[config.mk]
export PLATFORM = sky130hd
export DESIGN_NAME = uart_word_reader
export DESIGN_NICKNAME = d
export VERILOG_FILES = /design/src/rtl/uart_word_reader.sv
export SDC_FILE = /design/constraint.sdc
export NUM_CORES = 1
export LEC_CHECK = 0
export CAP_MARGIN = 30
export CORE_ASPECT_RATIO = 0.5
export CORE_UTILIZATION = 32
export DETAILED_ROUTE_END_ITERATION = 8
export PLACE_DENSITY = 0.65
export SLEW_MARGIN = 5
export SYNTH_ARGS = -nofsm -noshare
export SYNTH_HDL_FRONTEND = slang
export SYNTH_SLANG_ARGS = --single-unit
[constraint.sdc]
create_clock -name clk -period 2.9 [get_ports clk]
set_clock_uncertainty 0.15 [all_clocks]
set_input_delay 0.58 -clock clk [delete_from_list [all_inputs] [get_ports clk]]
set_output_delay 0.58 -clock clk [all_outputs]
set_load 0.01 [all_outputs]
[src/rtl/uart_word_reader.sv]
// uart_word_reader: AXI4-Lite read master that polls an AXI UART Lite,
// pulls RX FIFO bytes one at a time and packs them little-endian into
// 32-bit words presented on a valid/ready stream.
//
// Ports:
//   clk, rst           clock, synchronous active-low reset
//   en                 permits new AXI reads when high
//   word_data/valid    assembled word and its valid flag
//   word_ready         consumer accepts the word
//   rx_err             sticky flag: a non-OKAY RRESP was seen since reset
//   ar*/r*             AXI4-Lite AR and R channels toward the UART
module uart_word_reader #(
  parameter int unsigned          AXI_ADDRW = 32,
  parameter int unsigned          AXI_DATAW = 32,
  parameter logic [AXI_ADDRW-1:0] BASE_ADDR = '0,
  parameter int unsigned          POLL_GAP  = 4
) (
  input  logic                 clk,
  input  logic                 rst,
  input  logic                 en,
  output logic [31:0]          word_data,
  output logic                 word_valid,
  input  logic                 word_ready,
  output logic                 rx_err,
  input  logic                 arready,
  output logic [AXI_ADDRW-1:0] araddr,
  output logic [2:0]           arprot,
  output logic                 arvalid,
  input  logic [AXI_DATAW-1:0] rdata,
  input  logic [1:0]           rresp,
  input  logic                 rvalid,
  output logic                 rready
);

  localparam int unsigned GAP_W    = (POLL_GAP > 2) ? $clog2(POLL_GAP) : 1;
  localparam int unsigned GAP_LAST = (POLL_GAP > 0) ? POLL_GAP - 1 : 0;
  localparam logic [AXI_ADDRW-1:0] RX_ADDR   = BASE_ADDR;
  localparam logic [AXI_ADDRW-1:0] STAT_ADDR = BASE_ADDR + AXI_ADDRW'(8);

  typedef enum logic [2:0] {
    IDLE, AR_STAT, R_STAT, GAP, AR_RX, R_RX, OUT
  } state_t;

  state_t             state_q, state_d, poll_state;
  logic [2:0]         byte_cnt_q, byte_cnt_d;
  logic [GAP_W-1:0]   gap_cnt_q, gap_cnt_d;
  logic [31:0]        word_d;
  logic               rx_err_d;
  logic               ar_hs, r_hs;

  assign arprot = 3'b000;
  assign ar_hs  = arvalid & arready;
  assign r_hs   = rready & rvalid;

  // Only the low byte / STAT bit 0 of a read beat carries information.
  if (AXI_DATAW > 8) begin : g_unused
    logic unused_rdata;
    assign unused_rdata = ^rdata[AXI_DATAW-1:8];
  end

  // Next-state and datapath update.
  always_comb begin
    state_d    = state_q;
    byte_cnt_d = byte_cnt_q;
    gap_cnt_d  = gap_cnt_q;
    word_d     = word_data;
    rx_err_d   = rx_err;
    poll_state = en ? AR_STAT : IDLE;

    case (state_q)
      IDLE: begin
        if (en) state_d = AR_STAT;
      end
      AR_STAT: begin
        if (ar_hs) state_d = R_STAT;
      end
      R_STAT: begin
        if (r_hs) begin
          if (rresp != 2'b00) rx_err_d = 1'b1;
          // The RX read is a new AR, so it also needs en.
          if (rresp == 2'b00 && rdata[0]) begin
            state_d = en ? AR_RX : IDLE;
          end else if (POLL_GAP == 0) begin
            state_d = poll_state;
          end else begin
            state_d   = GAP;
            gap_cnt_d = '0;
          end
        end
      end
      GAP: begin
        if (gap_cnt_q == GAP_W'(GAP_LAST)) state_d = poll_state;
        else                               gap_cnt_d = gap_cnt_q + GAP_W'(1);
      end
      AR_RX: begin
        if (ar_hs) state_d = R_RX;
      end
      R_RX: begin
        if (r_hs) begin
          if (rresp == 2'b00) begin
            word_d[{byte_cnt_q[1:0], 3'b000} +: 8] = rdata[7:0];
            byte_cnt_d = byte_cnt_q + 3'd1;
          end else begin
            rx_err_d = 1'b1;
          end
          state_d = (byte_cnt_d == 3'd4) ? OUT : poll_state;
        end
      end
      OUT: begin
        if (word_ready) begin
          byte_cnt_d = '0;
          state_d    = poll_state;
        end
      end
      default: state_d = IDLE;
    endcase
  end

  // State and registered outputs, derived from the next state.
  always_ff @(posedge clk) begin
    if (!rst) begin
      state_q    <= IDLE;
      byte_cnt_q <= '0;
      gap_cnt_q  <= '0;
      word_data  <= '0;
      rx_err     <= 1'b0;
      arvalid    <= 1'b0;
      araddr     <= STAT_ADDR;
      rready     <= 1'b0;
      word_valid <= 1'b0;
    end else begin
      state_q    <= state_d;
      byte_cnt_q <= byte_cnt_d;
      gap_cnt_q  <= gap_cnt_d;
      word_data  <= word_d;
      rx_err     <= rx_err_d;
      arvalid    <= (state_d == AR_STAT) || (state_d == AR_RX);
      araddr     <= (state_d == AR_RX) ? RX_ADDR : STAT_ADDR;
      rready     <= (state_d == R_STAT) || (state_d == R_RX);
      word_valid <= (state_d == OUT);
    end
  end

endmodule

==> metrics.cfg, run 1 <==
[cells_and_area]
instances_no_fill = 429
final_area_um2 = 3020
most-common-layout-cells = 52 x clkdlybuf4s50_1, 45 x nand2_1, 45 x dfxtp_1, 34 x nand3_1, 34 x conb_1
seqCellArea_um2 = 901
layout_commonest_cell = clkdlybuf4s50_1
drive_above_1_share_pct = 5.34
n_antenna_cell = 0
fill_cells = 669
finalNetCount = 383
areaGrowthSynthToFinish_pct = 29.6
multi_input_area_um2 = 1210

[worst_setup_path]
cp_num_buf_inv = 2
cp-startpoint = rresp[1]
reg2reg_depth = 10
crit_fanout = 6
crit_chain = clkdlybuf4s50_1 -> nor2_1 -> buf_4 -> a2111oi_1 -> nor4b_1 -> o21ai_1 -> xnor2_1 -> and3_1
critPathKind = in2reg
critPathSlowestCell = clkdlybuf4s50_1
cp.depth = 8
r2r_setup_slack_ns = 0.54
cp_top_family = compound AO/OA/AOI/OAI gates
critPathCaptureType = flop
slowest_delay_ns = 0.51
crit_required_ns = 2.93
reg2reg_to = arvalid
critPathLaunchType = input pin
crit-reg2reg-launch = byte_cnt_q[1]
arrival_ns = 2.51

[global_routing]
grt_pass1_vias = 1889
grt-ovfl-total = 0
antenna_found_initial = 0
grt_pass1_wl_um = 8960
grt_usage_pct = 15.1
grt_max_degree = 38

[route]
routed_via_density = 4.66
wire_per_inst_um = 12.6
drt-initial-drc-count = 92
ant_nets = 0
drc = 0
finalWirelength_um = 5410
firstDrtPassIters = 4
vias = 1998

[floorplan]
die_w_um = 123
pin_count = 111
die_h_um = 62.3
dieArea_um2 = 7640
start_util_pct = 33.9
fp-row-count = 21
core_um2 = 6860

[timing]
fin_crit_ns = 2.49
tightest_slew_ns = 0.578
final_hold_viol_count = 0
fmaxAchievable_ghz = 0.402
min_period_over_period_pct = 85.7
whs_ns = 0.312
rsz0062_at_grt = no
relSlewSlack_pct = 60.9
setup_tns_ns = 0
setup_viol = 0
slew_viol_final = 0

[worst_hold_path]
min_path_type = reg2reg
hp-start = word_data[6]
hold_depth = 2
hold_path_end = word_data[6]

[synthesis]
synth_cells = 281
avgSynthCellArea_um2 = 8.28
synth_warnings = 0
synth-edff-count = 0
yosysTopAreaCellShare_pct = 38.7
ys_seq_area_share_pct = 38.7
synth_area_um2 = 2330
ys_ff_latch = 45
synthTopCellsByArea = dfxtp_1 39%, buf_4 11%, a21boi_0 10%
synth.distinct_cells = 40
synth_top_area_cell = dfxtp_1
async_flop_share_pct = 0
synth_ff_type = dfxtp_1

[cts]
h-tree-depth = 2
cts.sinks = 45
root_buffer = clkbuf_16
post_cts_buffers = 0
cts_resized = 0
cts_tree = done
cts_hold_buffers = 0
clk_pin_slew_ns = 0.06
clk_latency_ns = 0.28
clock_path_buffers = 2
numCtsBuffers = 5

[run]
drv_cap = 0

[power_and_ir_drop]
p_total_mw = 1.37
peakVddDrop_uv = 250
cellLeakagePower_nw = 1.09
powerDensity_nw_per_um2 = 455

[status]
status = completed

[placement]
place_congestion = 0.811
port_buffers = 52
hpwl_um = 3970
placedCellCount = 421
dpl_cell_area_um2 = 2850

==> logic make-up after synthesis <==
family	after synthesis	synth area share, %
xor+xnor	1	0.376
buf+inv	53	14.4
compound gates	54	16.9
fa+ha+maj	7	3.76
mux	1	0.430
flops	45	38.7
other cells	1	0.161
simple gates	119	25.2
==> routing by layer <==
metal | routed length [um] | track usage, % | vias to the layer above
met5 | 0 | 0 | -
met4 | 41 | 5.34 | 0
met3 | 329 | 4.60 | 2
met2 | 2460 | 24.1 | 65
met1 | 2580 | 19.3 | 931
li1 | - | - | 1000
==> synth_stat cells, drive strengths merged, types with 2 or more instances <==
| cell type | count |
|---|---|
| o21a | 3 |
| nand3 | 34 |
| nand2 | 45 |
| nor2b | 6 |
| inv | 6 |
| dfxtp | 45 |
| buf | 41 |
| a2111oi | 2 |
| nand3b | 2 |
| and2 | 6 |
| nor3 | 6 |
| a31oi | 2 |
| nand2b | 2 |
| ha | 7 |
| nor3b | 2 |
| clkbuf | 6 |
| a21boi | 33 |
| nor2 | 4 |
| o21ai | 3 |
| a21oi | 4 |
| and3 | 7 |
==> power breakdown <==
part	switching, mW	internal [mW]
clock network	0.235	0.408
logic	0.0582	0.0417
registers	0.00750	0.623
==> through the flow <==
| step | setup WS (ns) | utilization, % |
|---|---|---|
| after global routing | 0.320 | 44.0 |
| after detailed placement | 0.149 | 41.5 |
| after global placement | 0.104 | 41.5 |
| after CTS | 0.436 | 44.0 |
| final | 0.415 | 44.0 |
| after floorplan | 0.658 | - |
==> how the worst max path moves through the flow <==
stage	to	slack, ns
floorplan	word_valid	0.66
global placement	arvalid	0.10
detailed placement	arvalid	0.15
CTS	arvalid	0.44
global route	arvalid	0.32
finish	arvalid	0.41
==> worst register-to-register path, cell delays in order, from the launching register on <==
cell and delay [ns]:
dfxtp_1 0.45, inv_1 0.12, ha_1 0.33, inv_1 0.10, o2111ai_1 0.10, o41ai_1 0.10, buf_4 0.15, a222oi_1 0.32
buf_4 0.19, xnor2_1 0.06, and3_1 0.19
==> registers in the layout, summed over array words and instances (netlist names) <==
register / cells
araddr: 1
arvalid: 1
byte_cnt_q: 3
gap_cnt_q: 2
rready: 1
rx_err: 1
state_q: 3
word_data: 32
word_valid: 1
==> cell type report <==
cell class | count | share of cell area, %
clock buffer | 6 | 4.27
timing repair buffer | 62 | 19.7
inverter | 6 | 0.747
tap | 92 | 3.82
multi-input combinational | 216 | 40.3
sequential | 45 | 29.9
clock inverter | 2 | 1.29
Note: power is estimated with default switching activity, not from simulation.
==> run 2: changes to the inputs <==
ABC_AREA = 1   (was default)
PLACE_DENSITY = default   (was 0.65)
==> run 2 against run 1 <==
Against the previous run:
- core utilization fell by 2.6 points
- setup slack improved by 0.31 ns
- sequential cell count unchanged
- worst hold slack gained 0.0020 ns
- combinational power fell by 7%
- area after synthesis rose by 6.2%
- non-clock buffer count is 8 lower
- register-to-register slack gained 0.32 ns
- design area grew 1.5%
- power shrank 5.4%
- largest power group is now sequential cells
- global-route usage decreased by 1.2 points
==> metrics.cfg, run 2 <==
[placement]
hpwl_um = 3950
dpl_cell_area_um2 = 2910
place_congestion = 0.813
placedCellCount = 473
port_buffers = 52

[global_routing]
grt-ovfl-total = 0
grt_pass1_vias = 1863
grt_max_degree = 38
antenna_found_initial = 0
grt_usage_pct = 14.0
grt_pass1_wl_um = 8870

[synthesis]
synthTopCellsByArea = dfxtp_1 36%, nand2_1 13%, buf_4 10%
avgSynthCellArea_um2 = 7.35
synth-edff-count = 0
synthMostInstantiatedCell = nand2_1
synth_ff_type = dfxtp_1
synth_top_area_cell = dfxtp_1
synth.distinct_cells = 27
ys_ff_latch = 45
yosysTopAreaCellShare_pct = 36.5
synth_area_um2 = 2470
synth_cells = 336
async_flop_share_pct = 0
ys_seq_area_share_pct = 36.5
synth_warnings = 0
synthTopCellsByCount = 87 x nand2_1, 45 x dfxtp_1, 40 x a21oi_1, 34 x buf_4, 26 x or3_1

[cts]
h-tree-depth = 2
cts_hold_buffers = 0
clk_pin_slew_ns = 0.06
cts_tree = done
post_cts_buffers = 0
cts.sinks = 45
cts_resized = 0
root_buffer = clkbuf_16
clock_path_buffers = 2
numCtsBuffers = 5
clk_latency_ns = 0.29

[route]
routed_via_density = 4.37
wire_per_inst_um = 11.1
ant_nets = 0
firstDrtPassIters = 4
vias = 2103
finalWirelength_um = 5350
drc = 0
drt-initial-drc-count = 164

[worst_setup_path]
crit-reg2reg-launch = byte_cnt_q[1]
critPathSlowestCell = clkdlybuf4s50_1
crit_fanout = 16
cp_top_family = simple AND/OR/NAND/NOR gates
reg2reg_depth = 7
cp_num_buf_inv = 2
cp.depth = 8
critPathCaptureType = flop
crit_required_ns = 2.96
arrival_ns = 2.24
crit_chain = clkdlybuf4s50_1 -> nand2_1 -> inv_2 -> nand2_4 -> nor2_8 -> nand2_4 -> or3_1 -> a21oi_1
critPathLaunchType = input pin
r2r_setup_slack_ns = 0.86
reg2reg_to = word_data[14]
critPathKind = in2reg
worst_path_most_repeated_cell = nand2_4
slowest_delay_ns = 0.45

[floorplan]
fp-row-count = 22
dieArea_um2 = 8100
pin_count = 111
core_um2 = 7400
die_w_um = 126
die_h_um = 64.1
start_util_pct = 33.4

[timing]
fin_crit_ns = 2.17
fmaxAchievable_ghz = 0.460
min_period_over_period_pct = 74.9
setup_viol = 0
slew_viol_final = 0
whs_ns = 0.314
rsz0062_at_grt = no
setup_tns_ns = 0
final_hold_viol_count = 0

[cells_and_area]
areaGrowthSynthToFinish_pct = 23.9
largest_reg_flops = 32
layout_commonest_cell = nand2_1
most-common-layout-cells = 87 x nand2_1, 52 x clkdlybuf4s50_1, 45 x dfxtp_1, 40 x a21oi_1, 34 x conb_1
largest-register = word_data
final_area_um2 = 3060
finalNetCount = 431
n_antenna_cell = 0
instances_no_fill = 481
drive_above_1_share_pct = 5.97
top_regs = word_data x32, byte_cnt_q x3, state_q x3

[worst_hold_path]
min_path_type = reg2reg
hold_depth = 2
hold_path_end = word_data[0]
hp-start = word_data[0]

[run]
drv_cap = 0

[power_and_ir_drop]
p_total_mw = 1.30
peakVddDrop_uv = 183
cellLeakagePower_nw = 1.31
powerDensity_nw_per_um2 = 425

[status]
status = completed

[run 2: cell families after synthesis]
group / synth area share, %
AO/OA/AOI/OAI: 9.62
buffers and inverters: 17.6
multiplexers: 0.456
other: 0.152
flip-flops: 36.5
adder cells (fa/ha/maj): 3.54
AND/OR/NAND/NOR: 32.2
[run 2: worst max-delay path by stage]
stage	slack, ns	to	start
after CTS	0.74	word_data[14]	rvalid
after global routing	0.59	arvalid	rresp[0]
final	0.73	word_data[14]	rvalid
after floorplan	0.87	word_data[29]	byte_cnt_q[0]
after detailed placement	0.44	word_data[14]	rvalid
after global placement	0.44	word_data[14]	rvalid
[run 2: metrics by stage]
stage	setup WS, ns	util [%]
floorplan	0.867	-
global placement	0.440	39.3
detailed placement	0.443	39.3
CTS	0.739	41.3
global route	0.590	41.3
finish	0.727	41.3
[run 2: report_power, final]
group          switching (mW)  leakage (nW)  internal (mW)  total, mW
logic                  0.0596         0.867         0.0332     0.0928
clock network           0.238        0.0768          0.343      0.581
registers             0.00443         0.363          0.622      0.626
total                   0.302          1.31          0.997       1.30
[run 2: layer usage]
metal / global-route usage [%] / vias to the layer above / part of all wire, %
met5: 0 / - / 0
met4: 3.61 / 0 / 0.45
met3: 3.77 / 4 / 4.9
met2: 22.4 / 64 / 43
met1: 18.5 / 918 / 51
li1: - / 1117 / -
[run 2: worst min-delay path: stages (launching register included)]
cell and delay (ns):
dfxtp_1 0.31, nand2_1 0.06, a21oi_1 0.05
[run 2: layout make-up]
| class | count | area, um2 |
|---|---|---|
| well taps | 96 | 120 |
| repair buffers | 54 | 536 |
| flip-flops and latches | 45 | 901 |
| fillers | 773 | 4340 |
| clock inverters | 2 | 13.8 |
| multi-input cells | 253 | 1260 |
| inverters | 25 | 93.8 |
| clock buffers | 6 | 139 |
==> run 3: changes to the inputs <==
clock period = 2.28 ns   (was 2.9 ns; I/O delays follow)
==> run 3 against run 2 <==
Against the previous run:
- combinational power increased by 33%
- critical endpoint is now arvalid
- sequential share of layout area decreased by 1.1 points
- setup slack got worse by 0.41 ns
- sequential cell count unchanged
- power increased by 35%
- cell count increased by 2.3%
- highest routed layer unchanged
- non-clock buffer count increased by 11
==> metrics.cfg, run 3 (synthesis gave the netlist of run 2 again) <==
[status]
status = completed

[floorplan]
dieArea_um2 = 8100
die_h_um = 64.1
start_util_pct = 33.4
die_w_um = 126
pin_count = 111
core_um2 = 7400
fp-row-count = 22

[worst_setup_path]
crit_chain = clkdlybuf4s50_1 -> inv_1 -> nand2_4 -> nor2_1 -> nand2_1 -> nand2_1 -> nand3_1 -> a21oi_2 -> nand3_1 -> nand2_1
slowest_delay_ns = 0.44
cp.depth = 10
cp-startpoint = rresp[0]
crit_required_ns = 2.36
reg2reg_depth = 7
cp_num_buf_inv = 2
critPathCaptureType = flop
r2r_setup_slack_ns = 0.37
reg2reg_to = word_data[15]
critPathKind = in2reg
cp_top_family = simple AND/OR/NAND/NOR gates
critPathLaunchType = input pin
worst_path_most_repeated_cell = nand2_1
cp-endpoint = arvalid
critPathSlowestCell = clkdlybuf4s50_1
arrival_ns = 2.03
crit-reg2reg-launch = byte_cnt_q[0]
crit_fanout = 5

[placement]
pre_cts_slack_ns = -0.0536
hpwl_um = 4110
dpl_cell_area_um2 = 3000
placedCellCount = 484
port_buffers = 52
place_congestion = 0.800

[timing]
finalWorstSetupSlack_ns = 0.321
setup_viol = 0
fmaxAchievable_ghz = 0.511
fin_crit_ns = 1.96
final_hold_viol_count = 0
rsz0062_at_grt = no
whs_ns = 0.312
min_period_over_period_pct = 85.9
setup_tns_ns = 0
slew_viol_final = 0

[cells_and_area]
seqCellArea_um2 = 901
n_antenna_cell = 0
layout_commonest_cell = nand2_1
multi_input_area_um2 = 1260
top_regs = word_data x32, byte_cnt_q x3, state_q x3
final_area_um2 = 3180
areaGrowthSynthToFinish_pct = 28.7
instances_no_fill = 492
largest_reg_flops = 32
fill_cells = 777
drive_above_1_share_pct = 8.59
largest-register = word_data
final_core_util_pct = 43.0
most-common-layout-cells = 87 x nand2_1, 52 x clkdlybuf4s50_1, 45 x dfxtp_1, 39 x a21oi_1, 34 x conb_1
finalNetCount = 442

[cts]
h-tree-depth = 2
clock_path_buffers = 2
cts.sinks = 45
cts_tree = done
clk_latency_ns = 0.28
clk_pin_slew_ns = 0.06
root_buffer = clkbuf_16
numCtsBuffers = 5

[power_and_ir_drop]
powerDensity_nw_per_um2 = 554
cellLeakagePower_nw = 1.37
peakVddDrop_uv = 387
p_total_mw = 1.76

[route]
ant_nets = 0
vias = 2148
finalWirelength_um = 5440
wire_per_inst_um = 11.1
drc = 0
firstDrtPassIters = 4
routed_via_density = 4.37
drt-initial-drc-count = 128

[worst_hold_path]
min_path_type = reg2reg

[global_routing]
grt-ovfl-total = 0
grt_pass1_vias = 1923
grt_max_degree = 38
grt_usage_pct = 14.1
grt_pass1_wl_um = 9000
antenna_found_initial = 0

[run]
drv_cap = 0

[run 3: area by class of cell]
class / count / share of cell area (%)
Sequential cell: 45 / 28.3
Multi-Input combinational cell: 253 / 39.7
Inverter: 25 / 2.95
Clock inverter: 1 / 0.944
Timing Repair Buffer: 65 / 19.8
Tap cell: 96 / 3.78
Clock buffer: 7 / 4.48
[run 3: per-layer routing]
metal	global-route usage [%]	share of wire, %
met2	22.9	44
met3	3.77	4.2
met5	0	0
met4	2.71	0.53
met1	18.8	52
[run 3: repair_timing]
action,in CTS,in global routing
resized for setup,0,1
hold buffers,0,0
endpoints found under the setup margin,0,2
buffers inserted,0,0
[run 3: worst min path at each step]
stage                     cells past startpoint           from  slack [ns]       endpoint
after global placement                        2   word_data[5]        0.30   word_data[5]
after CTS                                     2  word_data[27]        0.32  word_data[27]
final                                         2  word_data[27]        0.31  word_data[27]
after floorplan                               2  byte_cnt_q[2]        0.30  byte_cnt_q[2]
after detailed placement                      2  word_data[20]        0.31  word_data[20]
after global routing                          2  word_data[29]        0.33  word_data[29]
[run 3: power by group]
part	switching, mW	internal, mW	total (mW)
registers	0.00561	0.791	0.796
clock network	0.294	0.548	0.841
logic	0.0772	0.0460	0.123
[run 3: worst reg2reg max path, delay by kind of cell (launching register included)]
kind,cells,cell delay (ns)
buf+inv,3,0.34
compound gates,1,0.16
simple gates,2,0.53
flops,1,0.33
fa+ha+maj,1,0.34
